**src/rtl/isa_defs_pkg.sv**
```systemverilog
// isa_defs: MIPS opcode/funct constants, instruction layout and decode helpers shared by fetch and control
package isa_defs;
  localparam logic [5:0] R_TYPE = 6'h00, J = 6'h02, JAL = 6'h03, BEQ = 6'h04, BNE = 6'h05;
  localparam logic [5:0] ADDI = 6'h08, SLTI = 6'h0A, ANDI = 6'h0C, ORI = 6'h0D, XORI = 6'h0E;
  localparam logic [5:0] LW = 6'h23, SW = 6'h2B;
  localparam logic [5:0] SLL = 6'h00, SRL = 6'h02, JR = 6'h08, ADD = 6'h20, SUB = 6'h22;
  localparam logic [5:0] AND = 6'h24, OR = 6'h25, XOR = 6'h26, NOR = 6'h27, SLT = 6'h2A, SGT = 6'h2C;
  localparam logic [31:0] NOP_WORD = 32'h0000_0000;
  localparam logic [4:0] LINK_REG = 5'd31;
  typedef struct packed {
    logic [5:0] op;
    logic [4:0] rs;
    logic [4:0] rt;
    logic [4:0] rd;
    logic [4:0] shamt;
    logic [5:0] funct;
  } instr_t;
  function automatic logic is_ctl(instr_t i);
    return i.op inside {BEQ, BNE, J, JAL} || (i.op == R_TYPE && i.funct == JR);
  endfunction
  function automatic logic is_mem(instr_t i);
    return i.op inside {LW, SW};
  endfunction
  function automatic logic reads_rt(instr_t i);
    return i.op inside {R_TYPE, SW, BEQ, BNE};
  endfunction
  // Non-writing and unknown opcodes report register 0, which never hazards.
  function automatic logic [4:0] dest_of(instr_t i);
    return (i.op == R_TYPE && i.funct != JR) ? i.rd :
           (i.op inside {LW, ADDI, ORI, XORI, ANDI, SLTI}) ? i.rt :
           (i.op == JAL) ? LINK_REG : 5'd0;
  endfunction
  function automatic logic [4:0] rs_of(instr_t i);
    return i.rs;
  endfunction
  function automatic logic [4:0] rt_of(instr_t i);
    return i.rt;
  endfunction
endpackage

```
**src/rtl/if_stage_dual_pair_check.sv**
```systemverilog
// pair_check: decides whether two sequential instructions may issue together
module pair_check
  import isa_defs::*;
(
  input  logic [31:0] instr0,
  input  logic [31:0] instr1,
  output logic        pair_ok
);
  logic [4:0] d0, d1;
  logic raw, waw;
  always_comb begin
    d0 = dest_of(instr0);
    d1 = dest_of(instr1);
    raw = d0 != 5'd0 && (rs_of(instr1) == d0 || (reads_rt(instr1) && rt_of(instr1) == d0));
    waw = d0 != 5'd0 && d0 == d1;
    pair_ok = !(is_ctl(instr0) || is_ctl(instr1) || (is_mem(instr0) && is_mem(instr1)) || raw || waw);
  end
endmodule

```
**src/rtl/if_stage_dual.sv**
```systemverilog
// if_stage_dual: dual-issue fetch stage with IF/ID register, stall and redirect
module if_stage_dual #(
  parameter logic [31:0] RESET_PC = 32'h0000_0000,
  parameter logic [31:0] NOP_WORD = isa_defs::NOP_WORD
) (
  input  logic        clk,
  input  logic        rst,
  input  logic        stall,
  input  logic        redirect,
  input  logic [31:0] redirect_pc,
  output logic [31:0] imem_addr0,
  output logic [31:0] imem_addr1,
  input  logic [31:0] imem_data0,
  input  logic [31:0] imem_data1,
  output logic [31:0] pc,
  output logic [31:0] ifid_instr0,
  output logic [31:0] ifid_instr1,
  output logic [31:0] ifid_pc0,
  output logic [31:0] ifid_pc1,
  output logic        ifid_valid0,
  output logic        ifid_valid1
);
  logic [31:0] pc_q, pc_d, instr0_q, instr0_d, instr1_q, instr1_d, pc0_q, pc0_d, pc1_q, pc1_d;
  logic valid0_q, valid0_d, valid1_q, valid1_d, pair_ok;
  pair_check u_pair (.instr0(imem_data0), .instr1(imem_data1), .pair_ok(pair_ok));
  always_comb begin
    pc_d = redirect ? redirect_pc : stall ? pc_q : pc_q + (pair_ok ? 32'd8 : 32'd4);
    instr0_d = redirect ? NOP_WORD : stall ? instr0_q : imem_data0;
    instr1_d = redirect ? NOP_WORD : stall ? instr1_q : pair_ok ? imem_data1 : NOP_WORD;
    pc0_d = (redirect || stall) ? pc0_q : pc_q;
    pc1_d = (redirect || stall) ? pc1_q : pc_q + 32'd4;
    valid0_d = redirect ? 1'b0 : stall ? valid0_q : 1'b1;
    valid1_d = redirect ? 1'b0 : stall ? valid1_q : pair_ok;
  end
  always_ff @(posedge clk) begin
    if (rst) begin
      pc_q <= RESET_PC;
      instr0_q <= NOP_WORD;
      instr1_q <= NOP_WORD;
      pc0_q <= 32'd0;
      pc1_q <= 32'd0;
      valid0_q <= 1'b0;
      valid1_q <= 1'b0;
    end else begin
      pc_q <= pc_d;
      instr0_q <= instr0_d;
      instr1_q <= instr1_d;
      pc0_q <= pc0_d;
      pc1_q <= pc1_d;
      valid0_q <= valid0_d;
      valid1_q <= valid1_d;
    end
  end
  assign imem_addr0 = pc_q;
  assign imem_addr1 = pc_q + 32'd4;
  assign pc = pc_q;
  assign ifid_instr0 = instr0_q;
  assign ifid_instr1 = instr1_q;
  assign ifid_pc0 = pc0_q;
  assign ifid_pc1 = pc1_q;
  assign ifid_valid0 = valid0_q;
  assign ifid_valid1 = valid1_q;
endmodule

```
**config.mk**
```make
export PLATFORM = sky130hd
export DESIGN_NAME = if_stage_dual
export DESIGN_NICKNAME = d
export VERILOG_FILES = /design/src/rtl/isa_defs_pkg.sv /design/src/rtl/if_stage_dual_pair_check.sv /design/src/rtl/if_stage_dual.sv
export SDC_FILE = /design/constraint.sdc
export NUM_CORES = 1
export LEC_CHECK = 0
export CORE_AREA = 2 2 125 127
export CTS_BUF_LIST = sky130_fd_sc_hd__clkbuf_8
export CTS_CLUSTER_DIAMETER = 50
export DETAILED_ROUTE_END_ITERATION = 6
export DIE_AREA = 0 0 127 129
export DONT_BUFFER_PORTS = 1
export PLACE_DENSITY = 0.67
export SYNTH_ARGS = -nofsm -noshare
export SYNTH_HDL_FRONTEND = slang
export SYNTH_HIERARCHICAL = 1
export SYNTH_SLANG_ARGS = --single-unit
```
**constraint.sdc**
```tcl
create_clock -name clk -period 9 [get_ports clk]
set_input_delay 1.8 -clock clk [delete_from_list [all_inputs] [get_ports clk]]
set_output_delay 1.8 -clock clk [all_outputs]
set_load 0.05 [all_outputs]
```
==> results of run 1 <==
[routing by layer]
layer | track usage | wire length, um | part of all wire | vias to the layer above
met2 | 0.466 | 11400 | 0.50 | 319
met5 | 0 | 0 | 0 | -
met4 | 0.0653 | 314 | 0.014 | 0
met3 | 0.0973 | 2270 | 0.10 | 29
li1 | - | - | - | 3228
met1 | 0.303 | 8580 | 0.38 | 3180
[cell usage after synthesis (3+ instances only)]
cell type	count
o31ai_1	6
or3_1	12
nand2b_1	4
nor2b_1	4
nor4_1	11
nand3b_1	4
and4_1	3
mux2i_1	36
a2111oi_0	3
o21ai_0	17
ha_1	3
a311oi_1	18
and3_1	5
a22oi_2	3
a211oi_1	12
a22oi_1	32
xnor2_1	23
o41ai_1	3
or2_2	5
or4_4	3
xor2_1	19
clkbuf_2	3
buf_1	12
nor2_1	147
a31oi_1	8
a211o_1	5
o21a_1	8
nand4_1	19
dfxtp_1	160
nand3_1	13
nand2_1	109
or4_1	13
clkbuf_1	48
buf_4	37
buf_2	9
inv_1	19
a21oi_1	51
nor3_1	24
[final cells by class]
cell class,instances,area (sq um),share of cell area
clock inverters,14,134,0.0164
well taps,188,235,0.0287
flip-flops and latches,160,3200,0.391
multi-input cells,661,3970,0.485
clock buffers,18,248,0.0303
inverters,19,71.3,0.00871
repair buffers,43,323,0.0394
[state kept, by name (all words and copies together) (netlist names)]
signal / count
ifid_valid1: 1
ifid_instr0: 32
ifid_pc1: 30
ifid_instr1: 32
ifid_valid0: 1
imem_addr0: 32
ifid_pc0: 32
[tightest hold or removal path, cell delays in order (launching register included)]
cell     delay (ps)
dfxtp_1         330
nand2_1          60
a21oi_1          50
[logic make-up (layout without fill, tap and decap cells)]
logic type / after synthesis / count (layout) / share of synthesized area
AND/OR/NAND/NOR: 388 / 388 / 0.234
flip-flops: 160 / 160 / 0.410
adder cells (fa/ha/maj): 4 / 4 / 0.00737
buffers and inverters: 129 / 94 / 0.0827
multiplexers: 36 / 36 / 0.0462
XOR/XNOR: 42 / 42 / 0.0471
AO/OA/AOI/OAI: 191 / 191 / 0.172
[path summary, 6_finish.rpt]
kind | cells after the start | slack (ps) | from | end
setup / recovery | 16 | 3050 | imem_data0[1] | imem_addr0[28]$_SDFFE_PP0N_
hold / removal | 2 | 490 | imem_addr0[3]$_SDFFE_PP0N_ | ifid_pc0[3]$_SDFFE_PP0N_
setup reg to reg | 5 | 5670 | imem_addr0[8]$_SDFFE_PP0N_ | ifid_pc1[13]$_SDFFE_PP0N_
hold reg to reg | 2 | 490 | imem_addr0[3]$_SDFFE_PP0N_ | ifid_pc0[3]$_SDFFE_PP0N_
[power by group]
part	switching [mW]	leakage (nW)	internal, mW
sequential	0.104	1.31	0.740
clock	0.287	0.188	0.230
combinational	0.202	1.51	0.0708
[through the flow]
step / setup slack, ps / std cells / hold WS, ps / total power [mW] / area (sq um)
2_1_floorplan: 2890 / 950 / 668 / 1.11 / 7810
3_3_place_gp: 2680 / 1071 / 454 / 1.13 / 7800
3_5_place_dp: 2590 / 1071 / 462 / 1.13 / 7800
4_1_cts: 3080 / 1103 / 481 / 1.65 / 8180
5_1_grt: 2780 / 1103 / 514 / 1.70 / 8180
6_report: 3050 / 1103 / 486 / 1.63 / 8180
==> impl_metrics.py, run 1 <==
metrics = {
    "floorplanning": {
        "start_util": 0.521,
        "die-area_sq_mm": 0.0164,
        "core_area_sq_mm": 0.0150,
        "die_y_um": 129,
        "pin_count": 326,
        "rows": 45,
        "die-width_um": 127,
    },
    "power_and_ir_drop": {
        "power_leakage_nw": 3.01,
        "p_per_area_mw_per_mm2": 200,
        "vdd_drop_max_uv": 120,
    },
    "synth": {
        "synth-async-reset-ratio": 0,
        "synth_top_area_share": 0.410,
        "netlist_area_sq_mm": 0.00781,
        "syn_inst": 950,
        "ys_types": 68,
        "synth_top_area_cell": "dfxtp_1",
        "ys_seq_elements": 160,
        "synth_area_per_cell_sq_um": 8.22,
        "ys_seq_area_frac": 0.410,
        "synth_area_leaders": "dfxtp_1 41%, nor2_1 7.1%, nand2_1 5.2%",
        "synth_ff_type": "dfxtp_1",
        "synth-edff-count": 0,
        "ys.warnings.count": 6,
        "synth_nets": 1054,
    },
    "routing": {
        "wirelength_mm": 22.5,
        "wl_per_cell_um": 20.4,
        "drc": 0,
        "vias_per_cell": 6.13,
        "vias": 6756,
        "initialDrtViolationCount": 580,
        "drtPass1Iterations": 5,
        "postRouteAntennaNets": 0,
    },
    "cts": {
        "postCtsSetupBuffers": 0,
        "worstSkewPairLatency_ps": 450,
        "path_clk_slew_ps": 90,
        "tritoncts": "done",
        "numCtsBuffers": 17,
        "clk_path_buf_depth": 2,
        "cts_resized": 0,
        "htreeDepth": 4,
        "cts_hold_buf": 0,
        "cts.sinks": 160,
        "cts-root-buf": "clkbuf_8",
    },
    "worst_setup_path": {
        "slowest_stage": "or4b_4",
        "max_stage_delay_ps": 540,
        "cpLargestDelayFamily": "simple AND/OR/NAND/NOR gates",
        "setup.worst_path.start_class": "input pin",
        "crit_buf_inv": 2,
        "path_class": "in2reg",
        "arrival_ps": 6320,
        "path_cells": "or4b_4, o211a_4, a22oi_2, xor2_1, nand4_1, or4_1, o311ai_1, a21oi_1, inv_1, ha_1, inv_1, fa_1, or3b_1, or2_2, or4_1, a311oi_1",
        "cp_max_fo": 10,
        "endpoint_kind": "register",
        "critPathRequiredTime_ps": 9370,
    },
    "global_route": {
        "grt_usage": 0.263,
        "antenna_found_initial": 0,
        "grt_max_degree": 99,
        "grt_pass1_vias": 6098,
        "grt_pass1_wl_mm": 34.1,
        "grt_overflow_total": 0,
    },
    "timing": {
        "drv_slew": 0,
        "tightest_slew_ps": 1180,
        "timing.fmax_mhz": 168,
        "min_period_ps": 5950,
        "tns_ps": 0,
        "finalHoldViolations": 0,
        "grt_setup_unrepaired": "no",
        "slew_headroom": 0.205,
        "setup_viol": 0,
        "finClkSkew_ps": 14.1,
        "fin_crit_sh": 0.661,
    },
    "cells_and_area": {
        "nFillCells": 1422,
        "mostFrequentLayoutCell": "dfxtp_1",
        "final_nets": 1006,
        "num_antenna_cells": 0,
        "syn_to_final_growth_pct": 4.84,
        "final_core_util": 0.546,
        "mostFrequentLayoutCells": "160 x dfxtp_1, 145 x nor2_1, 108 x nand2_1",
        "drive_above_1_share": 0.104,
    },
    "place": {
        "portBuffers": 0,
        "dp_hpwl_mm": 15.9,
        "gp_congestion": 0.845,
    },
    "flow_run": {
        "drv_cap": 0,
    },
    "min_path": {
        "hold_path_class": "reg2reg",
    },
    "outcome": {
        "status": "finished clean",
    },
}
Power figures use the tool's default switching activity.
==> run 2, diff against run 1 <==
--- a/config.mk
+++ b/config.mk
@@ -5,13 +5,13 @@
 export SDC_FILE = /design/constraint.sdc
 export NUM_CORES = 1
 export LEC_CHECK = 0
-export CORE_AREA = 2 2 125 127
+export CORE_AREA = 2 2 126 128
 export CTS_BUF_LIST = sky130_fd_sc_hd__clkbuf_8
 export CTS_CLUSTER_DIAMETER = 50
 export DETAILED_ROUTE_END_ITERATION = 6
-export DIE_AREA = 0 0 127 129
+export DIE_AREA = 0 0 128 130
 export DONT_BUFFER_PORTS = 1
-export PLACE_DENSITY = 0.67
+export PLACE_DENSITY = 0.66
 export SYNTH_ARGS = -nofsm -noshare
 export SYNTH_HDL_FRONTEND = slang
 export SYNTH_HIERARCHICAL = 1
==> constraint.sdc (replaced) <==
create_clock -name clk -period 5.9 [get_ports clk]
set_input_delay 1.18 -clock clk [delete_from_list [all_inputs] [get_ports clk]]
set_output_delay 1.18 -clock clk [all_outputs]
set_load 0.05 [all_outputs]
==> run 2 against run 1 <==
Effect of this change: clock skew shrank 0.93 ps; count of clock-buffer cells in the layout shrank 1; die area grew 1.6%; register-to-register slack lost 3000 ps; sequential share of layout area shrank 0.26 points; critical path depth is the same; non-clock buffer count grew 4; sequential power grew 52%; clock power grew 64%; design area grew 0.67%; highest routed layer unchanged; first-iteration DRC count shrank 29%; final cell count grew 0.73%.
==> impl_metrics.py, run 2 (synthesis gave the netlist of run 1 again) <==
metrics = {
    "floorplanning": {
        "rows": 46,
        "die-area_sq_mm": 0.0166,
        "die-width_um": 128,
        "die_y_um": 130,
        "core_area_sq_mm": 0.0154,
        "pin_count": 326,
        "start_util": 0.506,
    },
    "routing": {
        "drtPass1Iterations": 5,
        "initialDrtViolationCount": 410,
        "vias": 6747,
        "wirelength_mm": 22.7,
        "postRouteAntennaNets": 0,
        "drc": 0,
        "wl_per_cell_um": 20.5,
        "vias_per_cell": 6.07,
    },
    "timing": {
        "finalHoldViolations": 0,
        "setup_viol": 0,
        "drv_slew": 0,
        "grt_setup_unrepaired": "no",
        "tns_ps": 0,
        "finClkSkew_ps": 13.1,
        "fin_crit_sh": 0.904,
        "min_period_ps": 5330,
        "tightest_slew_ps": 1230,
        "timing.fmax_mhz": 188,
        "slew_headroom": 0.174,
    },
    "worst_setup_path": {
        "rrSetupSlack_ps": 2690,
        "endpoint_kind": "register",
        "max_stage_delay_ps": 550,
        "r2r_cells": 6,
        "path_class": "in2reg",
        "r2r-start": "imem_addr0[3]$_SDFFE_PP0N_",
        "arrival_ps": 5710,
        "slowest_stage": "or4b_4",
        "cp_max_fo": 10,
        "critPathRequiredTime_ps": 6280,
        "path_cells": "or4b_4, o211a_4, a22oi_2, xor2_1, nand4_1, or4_1, o311ai_1, a21oi_1, inv_1, ha_1, inv_1, fa_1, or3b_1, or2_2, or4_1, a311oi_1",
        "setup.worst_path.start_class": "input pin",
        "crit_buf_inv": 2,
        "cpLargestDelayFamily": "simple AND/OR/NAND/NOR gates",
        "r2r_end": "ifid_pc1[14]$_SDFFE_PP0N_",
    },
    "global_route": {
        "grt_usage": 0.259,
        "antenna_found_initial": 0,
        "grt_pass1_wl_mm": 33.7,
        "grt_pass1_vias": 6186,
        "grt_overflow_total": 0,
        "grt_max_degree": 99,
    },
    "cells_and_area": {
        "final_core_util": 0.534,
        "drive_above_1_share": 0.109,
        "final_cells": 1111,
        "mostFrequentLayoutCell": "dfxtp_1",
        "mostFrequentLayoutCells": "160 x dfxtp_1, 145 x nor2_1, 108 x nand2_1",
        "syn_to_final_growth_pct": 5.55,
        "final_nets": 1010,
    },
    "power_and_ir_drop": {
        "vdd_drop_max_uv": 135,
        "p_per_area_mw_per_mm2": 310,
        "power_leakage_nw": 3.04,
    },
    "place": {
        "dp_hpwl_mm": 15.9,
        "portBuffers": 0,
        "post-place-cells": 1079,
        "gp_congestion": 0.801,
    },
    "cts": {
        "tritoncts": "done",
        "worstSkewPairLatency_ps": 460,
        "htreeDepth": 4,
        "numCtsBuffers": 17,
        "cts_resized": 0,
        "clk_path_buf_depth": 2,
        "cts-root-buf": "clkbuf_8",
        "postCtsSetupBuffers": 0,
        "cts.sinks": 160,
        "path_clk_slew_ps": 90,
        "cts_hold_buf": 0,
    },
    "min_path": {
        "min_to": "imem_addr0[18]$_SDFFE_PP0N_",
        "min_path_cells": 2,
        "hp-start": "imem_addr0[18]$_SDFFE_PP0N_",
        "hold_path_class": "reg2reg",
    },
    "outcome": {
        "status": "finished clean",
    },
    "flow_run": {
        "drv_cap": 0,
    },
}
run 2: changes by cell type in the layout (fill, tap and decap cells not counted), moves of 2 or more:
cell        before  now
clkinv_2         0    5
clkinv_4         3    1
inv_8            2    0
buf_4           43   47
clkinvlp_4       4    2
inv_1           21   19
bufinv_16        1    3
run 2: how the worst max path moves through the flow:
stage / start / end / slack (ps) / cells past startpoint
after floorplan: imem_data0[1] / imem_addr0[28]$_SDFFE_PP0N_ / 410 / 17
after detailed placement: imem_data0[1] / imem_addr0[28]$_SDFFE_PP0N_ / 70 / 16
after global placement: imem_data0[1] / imem_addr0[28]$_SDFFE_PP0N_ / 220 / 16
after global routing: imem_data0[1] / imem_addr0[16]$_SDFFE_PP0N_ / 350 / 16
final: imem_data0[1] / imem_addr0[28]$_SDFFE_PP0N_ / 570 / 16
after CTS: imem_data0[1] / imem_addr0[28]$_SDFFE_PP0N_ / 580 / 16
run 2: worst register-to-register path, cell delays in order (launching register included):
cell,delay [ps]
dfxtp_1,430
buf_4,350
ha_1,260
nand3_1,240
or4_1,700
xnor2_1,960
o21a_1,240
run 2: cell type report:
type | count | area (sq um)
Tap cell | 192 | 240
Fill cell | 1458 | 7190
Multi-Input combinational cell | 661 | 3970
Inverter | 19 | 71.3
Sequential cell | 160 | 3200
Clock buffer | 17 | 234
Timing Repair Buffer | 47 | 353
Clock inverter | 14 | 165
Antenna cell | 1 | 2.50
run 2: per-layer routing:
layer / vias to the layer above / track usage / wire length, um
met1: 3137 / 0.302 / 9050
li1: 3237 / - / -
met3: 43 / 0.105 / 2300
met5: - / 0 / 0
met2: 330 / 0.431 / 10800
met4: 0 / 0.0989 / 603
run 2: stage by stage:
stage	worst slack, ps	total power, mW	hold WS, ps	area, sq um
6_report	569	2.56	567	8240
3_5_place_dp	75.0	1.73	545	7840
3_3_place_gp	215	1.73	524	7840
4_1_cts	584	2.57	557	8240
5_1_grt	353	2.66	596	8240
2_1_floorplan	413	1.69	668	7810
run 2: report_power, final:
| part | internal [mW] | switching [mW] |
|---|---|---|
| sequential | 1.13 | 0.156 |
| clock | 0.416 | 0.432 |
| combinational | 0.111 | 0.311 |
| total | 1.66 | 0.899 |
